===== config.mk =====
export PLATFORM = sky130hd
export DESIGN_NAME = stat_display_sched
export DESIGN_NICKNAME = d
export VERILOG_FILES = /design/src/rtl/stat_display_sched.sv
export SDC_FILE = /design/constraint.sdc
export NUM_CORES = 1
export LEC_CHECK = 0
export ABC_AREA = 1
export CORE_UTILIZATION = 35
export DETAILED_ROUTE_END_ITERATION = 12
export SLEW_MARGIN = 10
export SYNTH_ARGS = -nofsm -noshare
export SYNTH_HDL_FRONTEND = slang
export SYNTH_SLANG_ARGS = --single-unit
export TNS_END_PERCENT = 30

===== constraint.sdc =====
create_clock -name clk -period 2.2 [get_ports clk]
set_clock_uncertainty 0.05 [all_clocks]
set_input_delay 0.44 -clock clk [delete_from_list [all_inputs] [get_ports clk]]
set_output_delay 0.44 -clock clk [all_outputs]
set_load 0.01 [all_outputs]

===== src/rtl/stat_display_sched.sv =====
// Display-bus scheduler: auto-rotates, manually selects or lets syscall output pre-empt
// the board display, and freezes a snapshot of all sources once the core halts.
module stat_display_sched #(
   parameter int DWELL = 1000,
   parameter int HOLD  = 2000
) (
   input  logic        clk,
   input  logic        rst,
   input  logic [31:0] total_cycles,
   input  logic [31:0] uncondi_num,
   input  logic [31:0] condi_num,
   input  logic [31:0] condi_suc_num,
   input  logic [31:0] SyscallOut,
   input  logic        syscall_valid,
   input  logic        halt,
   input  logic        auto_en,
   input  logic [2:0]  sel,
   input  logic        next,
   output logic [31:0] disp_data,
   output logic [2:0]  disp_src,
   output logic        frozen
);
   localparam int NSRC = 5;
   localparam int DW   = $clog2(DWELL);
   localparam int HW   = (HOLD > 1) ? $clog2(HOLD) : 1;
   localparam logic [DW-1:0] DWELL_LAST = DW'(DWELL - 1);
   localparam logic [HW-1:0] HOLD_LAST  = HW'(HOLD - 1);
   localparam logic [2:0]    SYS_IDX    = 3'd4;

   typedef enum logic [1:0] {AUTO, MANUAL, SYS_HOLD, HALTED} state_t;

   state_t                 state, state_n;
   logic [2:0]             idx, idx_n, saved_idx, saved_idx_n;
   logic [DW-1:0]          dwell_cnt, dwell_n;
   logic [HW-1:0]          hold_cnt, hold_n;
   logic                   snap_ld;
   logic [NSRC-1:0][31:0]  src, snap;

   assign src    = {SyscallOut, condi_suc_num, condi_num, uncondi_num, total_cycles};
   assign frozen = (state == HALTED);

   function automatic logic [2:0] clamp_sel(input logic [2:0] s);
      return (s > SYS_IDX) ? SYS_IDX : s;
   endfunction

   function automatic logic [2:0] step_idx(input logic [2:0] i);
      return (i >= SYS_IDX) ? 3'd0 : i + 3'd1;
   endfunction

   always_comb begin
      state_n     = state;
      idx_n       = idx;
      saved_idx_n = saved_idx;
      dwell_n     = dwell_cnt;
      hold_n      = hold_cnt;
      snap_ld     = 1'b0;
      if (halt && state != HALTED) begin
         state_n = HALTED;
         snap_ld = 1'b1;
         dwell_n = '0;
      end else begin
         case (state)
            AUTO: begin
               if (syscall_valid) begin
                  state_n     = SYS_HOLD;
                  saved_idx_n = idx;
                  idx_n       = SYS_IDX;
                  hold_n      = '0;
               end else if (next || dwell_cnt == DWELL_LAST) begin
                  idx_n   = step_idx(idx);
                  dwell_n = '0;
               end else if (!auto_en) begin
                  state_n = MANUAL;
               end else begin
                  dwell_n = dwell_cnt + 1'b1;
               end
            end
            MANUAL: begin
               if (syscall_valid) begin
                  state_n     = SYS_HOLD;
                  saved_idx_n = idx;
                  idx_n       = SYS_IDX;
                  hold_n      = '0;
               end else if (auto_en) begin
                  state_n = AUTO;
                  dwell_n = '0;
               end else begin
                  idx_n = clamp_sel(sel);
               end
            end
            SYS_HOLD: begin
               // a repeated syscall only restarts the hold; the return point stays put
               if (syscall_valid) begin
                  hold_n = '0;
               end else if (hold_cnt == HOLD_LAST) begin
                  idx_n   = saved_idx;
                  state_n = auto_en ? AUTO : MANUAL;
                  dwell_n = '0;
               end else begin
                  hold_n = hold_cnt + 1'b1;
               end
            end
            HALTED: begin
               if (!auto_en) begin
                  idx_n   = clamp_sel(sel);
                  dwell_n = '0;
               end else if (dwell_cnt == DWELL_LAST) begin
                  idx_n   = step_idx(idx);
                  dwell_n = '0;
               end else begin
                  dwell_n = dwell_cnt + 1'b1;
               end
            end
            default: state_n = AUTO;
         endcase
      end
   end

   always_ff @(posedge clk or negedge rst) begin
      if (!rst) begin
         state     <= AUTO;
         idx       <= '0;
         saved_idx <= '0;
         dwell_cnt <= '0;
         hold_cnt  <= '0;
         snap      <= '0;
         disp_data <= '0;
         disp_src  <= '0;
      end else begin
         state     <= state_n;
         idx       <= idx_n;
         saved_idx <= saved_idx_n;
         dwell_cnt <= dwell_n;
         hold_cnt  <= hold_n;
         if (snap_ld) snap <= src;
         disp_src  <= idx;
         disp_data <= (state == HALTED) ? snap[idx] : src[idx];
      end
   end
endmodule


==> flow_summary.yaml, run 1 <==
clock_tree:
  cts_tree: "yes"
  root_buffer: "clkbuf_16"
  clk_latency_ps: 540
  cts_buffer_depth: 3
  cts.htree.levels: 1
  path_clk_slew_ps: 60
  cts_buffers: 28
  cts.sinks: 224
placement:
  dpl.hpwl_mm: 25.2
  place_congestion: 0.867
  io_buffers: 204
yosys:
  synth-seq-cells: 224
  synth_area_um2: 12000
  yosysTopAreaCellShare: 0.468
  syn-num-nets: 1806
  synth-simple-area-share: 0.248
  async_flop_share: 1.00
  synth_top_area_cell: "dfrtp_1"
  synth_top_family_by_area: "simple AND/OR/NAND/NOR gates"
  synthMuxAreaShare: 0
  synth-compound-area-share: 0.184
  synth_area_leaders: "dfrtp_1 (47%), nand2_1 (16%), o21ai_0 (11%), nand3_1 (5.1%), inv_1 (4.1%)"
  postSynthAreaPerCell_um2: 7.36
  synth_xor_area_frac: 0.000731
  ys.flop_type: "dfrtp_1"
  synth.distinct_cells: 30
  synthTopCellsByCount: "nand2_1 (513), o21ai_0 (263), dfrtp_1 (224)"
  synth_most_common_cell: "nand2_1"
  synth-edff-count: 0
  syn_inst: 1627
  synthAdderAreaFrac: 0.0104
  ys_warn_count: 0
  ys_seq_area_frac: 0.468
grt:
  grt_pass1_wl_mm: 59.9
  grt_overflow_total: 0
  grt_pass1_vias: 10807
  grt_max_degree: 74
  grt.total_usage: 0.214
  antenna_found_initial: 3
worst_setup_path:
  crit_family: "compound AO/OA/AOI/OAI gates"
  required_ps: 2590
  worstPathMaxFanout: 26
  crit_buf_inv: 2
  crit_chain: "ha_4, buf_4, buf_12, o21ai_0, o21ai_0, nand3_1, o21ai_0"
  cp_slowest_stage_delay_ps: 420
  crit_arrival_ps: 2490
  worst_setup_path_start_kind: "register"
  path_class: "reg2reg"
  crit_slowest_cell: "dfrtp_2"
  crit_path_end_kind: "register"
  path_common_cell: "o21ai_0"
floorplanning:
  die_w_um: 187
  fp-row-count: 67
  core_area_um2: 33600
  dieArea_um2: 35000
  die_h_um: 187
  start_util: 0.356
  io_pins: 205
job:
  cap_violations: 0
detailed_routing:
  via_per_inst: 5.03
  wl_per_cell_um: 16.5
  drc: 0
  vias: 11386
  postRouteAntennaNets: 0
  dr.pass1.iters: 5
  drt_wl_total_mm: 37.4
  drt_iter0_markers: 922
timing:
  tns_ps: 0
  layout_min_cycle_time_ps: 2100
  report.final.setup_viol: 0
  rsz0062_at_grt: "no"
  max_freq_mhz: 477
  slew_headroom: 0.645
  min_period_over_period: 0.953
  slew_violations: 0
  hold_ws_ps: 390
  hold_viol: 0
  worstMarginPinSlew_ps: 533
hold_path:
  holdCritPathClass: "in2async"
final_layout:
  syn_to_final_growth_pct: 30.0
  fillers: 3304
  layout-drive-gt1-share: 0.0595
  final_net_count: 1972
  fin_util: 0.463
pwr:
  vdd_drop_max_uv: 743
  powerDensity_nw_per_um2: 1270
  total_leakage_power_nw: 7.10
outcome:
  status: "complete, no violations"
cell families (layout without fill, tap and decap cells):
logic type / count (synthesis) / in the layout
AOI/OAI and AO/OA: 419 / 419
xor gates and xnor gates: 1 / 1
adders and majority gates: 10 / 10
buffers and inverters: 245 / 433
DFF: 224 / 224
other: 0 / 2
and+or+nand+nor: 728 / 728
power by group:
| group | internal [mW] | switching [mW] | total (mW) |
|---|---|---|---|
| Clock | 2.94 | 1.78 | 4.73 |
| Combinational | 3.19 | 5.15 | 8.34 |
| Sequential | 5.76 | 0.870 | 6.63 |
| Total | 11.9 | 7.81 | 19.7 |
final timing paths:
path                       startpoint             to  slack [ps]  cells after the start
min in group clk             snap[83]       snap[83]         410                      2
setup reg to reg             state[0]  disp_data[18]         100                      7
hold / removal                    rst         idx[0]         390                      2
hold reg to reg              snap[83]       snap[83]         410                      2
setup / recovery             state[0]  disp_data[18]         100                      7
max in group asynchronous         rst       snap[70]        1050                      3
stage by stage:
| step | worst slack [ps] | instance area (um^2) | total power [mW] | instances |
|---|---|---|---|---|
| 2_1_floorplan | 385 | 12000 | 11.7 | 1627 |
| 3_3_place_gp | 111 | 14600 | 14.8 | 2208 |
| 3_5_place_dp | 105 | 14600 | 15.0 | 2208 |
| 4_1_cts | 9.36 | 15600 | 19.8 | 2263 |
| 5_1_grt | 7.00 | 15600 | 21.2 | 2265 |
| 6_report | 103 | 15600 | 19.7 | 2265 |
routing by layer:
| layer | global-route usage | share of wire | wire (um) |
|---|---|---|---|
| met1 | 0.317 | 0.48 | 17900 |
| met2 | 0.320 | 0.43 | 16200 |
| met3 | 0.0295 | 0.059 | 2190 |
| met4 | 0.0675 | 0.030 | 1120 |
| met5 | 0 | 0 | 0 |
state kept, by name (all words and copies together), names as in the netlist:
register / flops
snap: 160
disp_data: 32
hold_cnt: 11
dwell_cnt: 10
disp_src: 3
idx: 3
saved_idx: 3
state: 2
timing repair:
item	CTS	global route
setup endpoints to repair	1	1
gates resized for setup	2	1
endpoints found under the hold margin	51	0
pin swaps	1	0
hold buffers	1	0
setup buffers	2	0
area by class of cell:
class,instances,area (um^2),share of cell area
Sequential cell,224,5610,0.360
Multi-Input combinational cell,1158,5320,0.342
Timing Repair Buffer,247,2600,0.167
Clock buffer,46,880,0.0565
Tap cell,448,561,0.0360
Inverter,134,509,0.0327
Clock inverter,6,86.3,0.00554
Antenna cell,2,5.00,0.000321
layout by cell type (no fill, tap or decap), types with 9 or more instances in the layout:
cell / count
clkdlybuf4s50_1: 202
nand3_1: 123
clkbuf_16: 29
nand4_1: 9
ha_1: 9
dfrtp_1: 220
a21oi_1: 73
inv_1: 130
clkbuf_8: 9
o21ai_1: 40
nand2_1: 513
o21ai_0: 263
o211ai_1: 34
buf_4: 24
buf_12: 18
nor2_1: 69
Note: power is estimated with default switching activity, not from simulation.
==> run 2: changes to the inputs <==
ABC_AREA = not set   (was 1)
SKIP_LAST_GASP = 1   (was not set)
==> run 2 against run 1 <==
  * Highest routed layer unchanged
  * Synthesized area decreased by 6.0%
  * Routed wire length decreased by 12%
  * Global-route usage decreased by 1.3 points
  * Sequential share of layout area increased by 1.0 points
  * Worst hold slack got worse by 3.0 ps
  * Clock power decreased by 8.9%
  * Via count decreased by 19%
  * Non-clock buffer count increased by 20
  * Critical path type unchanged
  * Register-to-register slack got worse by 97 ps
  * Flip-flop and latch count unchanged
==> flow_summary.yaml, run 2 <==
detailed_routing:
  drt_iter0_markers: 460
  wl_per_cell_um: 18.1
  dr.pass1.iters: 4
  drt_wl_total_mm: 32.8
  via_per_inst: 5.09
  vias: 9232
  postRouteAntennaNets: 0
  drc: 0
yosys:
  syn-num-nets: 1353
  synthTopCellsByCount: "nand2_1 (524), dfrtp_1 (224), mux4_2 (64)"
  yosysTopAreaCellShare: 0.498
  synth_xor_area_frac: 0.00622
  synthAdderAreaFrac: 0.0111
  synth-seq-cells: 224
  synth-simple-area-share: 0.221
  postSynthAreaPerCell_um2: 9.59
  synth_most_common_cell: "nand2_1"
  synth_area_leaders: "dfrtp_1 (50%), nand2_1 (17%), mux4_2 (13%), mux2i_1 (3.0%), a21oi_1 (1.7%)"
  syn_inst: 1174
  ys_seq_area_frac: 0.498
  synth-edff-count: 0
  synth-compound-area-share: 0.0677
  synth_area_um2: 11300
  synthMuxAreaShare: 0.163
  synth_top_family_by_area: "simple AND/OR/NAND/NOR gates"
  ys_warn_count: 0
  synth.distinct_cells: 55
  async_flop_share: 1.00
  ys.flop_type: "dfrtp_1"
  synth_top_area_cell: "dfrtp_1"
final_layout:
  fin_area_um2: 15100
  final_common_cell: "nand2_1"
  largest_reg_flops: 160
  final_cell_mix: "nand2_1 (524), dfrtp_1 (223), clkdlybuf4s50_1 (202)"
  final_net_count: 1572
  syn_to_final_growth_pct: 34.4
  layout-drive-gt1-share: 0.143
  reg.largest.list: "snap: 160 flops, disp_data: 32 flops, hold_cnt: 11 flops"
  fillers: 2910
  top_register: "snap"
pwr:
  vdd_drop_max_uv: 680
  switching_share: 0.367
  powerDensity_nw_per_um2: 1340
  power.share.combinational: 0.447
  p_clk_frac: 0.213
  p_total_mw: 20.2
  total_leakage_power_nw: 6.99
  pwr-share-seq: 0.339
  p_sw_mw: 7.41
  p_int_mw: 12.8
clock_tree:
  root_buffer: "clkbuf_16"
  cts_buffers: 27
  cts.htree.levels: 1
  clk_latency_ps: 540
  path_clk_slew_ps: 60
  cts_tree: "yes"
  cts_buffer_depth: 3
  cts.sinks: 224
placement:
  placed_cell_area_um2: 14100
  post-place-ws_ps: -155
  dpl.hpwl_mm: 22.4
  place_congestion: 0.838
  io_buffers: 204
timing:
  worst_slack_ps: 6.44
  worstMarginPinSlew_ps: 821
  min_period_over_period: 0.997
  tns_ps: 0
  slew_violations: 0
  max_freq_mhz: 456
  layout_min_cycle_time_ps: 2190
  rsz0062_at_grt: "yes"
  hold_viol: 0
  report.final.setup_viol: 0
  slew_headroom: 0.452
floorplanning:
  die_w_um: 181
  start_util: 0.356
  fp-row-count: 65
  core_area_um2: 31600
  io_pins: 205
  dieArea_um2: 32900
  die_h_um: 181
worst_setup_path:
  crit_arrival_ps: 2560
  crit_chain: "buf_4, ha_4, buf_6, nor2b_4, or4_4, o32ai_2, or2_1, buf_6, o41ai_1"
  path_common_cell: "buf_6"
  worst_setup_path_start_kind: "register"
  ff2ff_setup_slack_ps: 6
  r2r.worst_path.cells: 9
  path_class: "reg2reg"
  r2r-start: "state[0]"
  required_ps: 2570
  cp_num_cells: 9
  crit_buf_inv: 3
  crit_family: "simple AND/OR/NAND/NOR gates"
  reg2reg_to: "dwell_cnt[9]"
  crit_path_end_kind: "register"
  cp_slowest_stage_delay_ps: 390
  worstPathMaxFanout: 9
  crit_slowest_cell: "dfrtp_1"
grt:
  antenna_found_initial: 1
  grt_pass1_wl_mm: 52.1
  grt_overflow_total: 0
  grt.total_usage: 0.201
  grt_pass1_vias: 9135
  grt_max_degree: 83
job:
  cap_violations: 0
hold_path:
  holdCritPathClass: "in2async"
outcome:
  status: "complete, no violations"
[run 2: timing repair]
item / CTS / global route
hold buffers: 1 / 0
setup buffers: 1 / 1
resized for setup: 2 / 21
pin swaps: 1 / 1
setup endpoints to repair: 1 / 83
endpoints found under the hold margin: 50 / 0
[run 2: kinds of logic (layout without fill, tap and decap cells)]
kind of cell | Yosys count | after routing
AND/OR/NAND/NOR | 623 | 623
flip-flops | 224 | 224
AO/OA/AOI/OAI | 117 | 117
multiplexers | 103 | 103
buffers and inverters | 89 | 327
adder cells (fa/ha/maj) | 10 | 10
XOR/XNOR | 8 | 8
other | 0 | 1
[run 2: power groups by stage]
stage	logic, mW	clock network [mW]	registers (mW)
after global routing	10.0	4.59	7.06
after floorplan	5.68	0	6.80
after detailed placement	9.02	0	6.90
after CTS	9.05	4.43	6.85
after global placement	8.86	0	6.83
final	9.03	4.31	6.86
[run 2: metrics by stage]
| stage | std cells | utilization | hold WS, ps |
|---|---|---|---|
| after CTS | 1813 | 0.474 | 381 |
| after detailed placement | 1763 | 0.446 | 377 |
| after global placement | 1763 | 0.446 | 365 |
| final | 1815 | 0.478 | 387 |
| after global routing | 1815 | 0.478 | 406 |
| after floorplan | 1174 | - | 94.4 |
[run 2: layer usage]
metal  vias to the layer above  wire length, um  track usage
met4                         0              761       0.0525
met2                       243            15600        0.320
met5                         -                0            0
li1                       4382                -            -
met3                        46             1500       0.0294
met1                      4561            15000        0.286
[run 2: area by class of cell]
class                           instances  area, um^2  area share
Multi-Input combinational cell        861        5420       0.358
Clock inverter                          6        37.5     0.00248
Timing Repair Buffer                  267        2690       0.178
Clock buffer                           42         822      0.0544
Inverter                               12        45.0     0.00298
Antenna cell                            1        2.50    0.000165
Tap cell                              402         503      0.0333
Sequential cell                       224        5610       0.371
[run 2: worst max-delay path by stage]
| stage | startpoint | to |
|---|---|---|
| detailed placement | syscall_valid | idx[2] |
| global placement | syscall_valid | idx[2] |
| global route | state[0] | dwell_cnt[8] |
| CTS | state[0] | frozen |
| floorplan | state[0] | dwell_cnt[3] |
| finish | state[0] | dwell_cnt[9] |
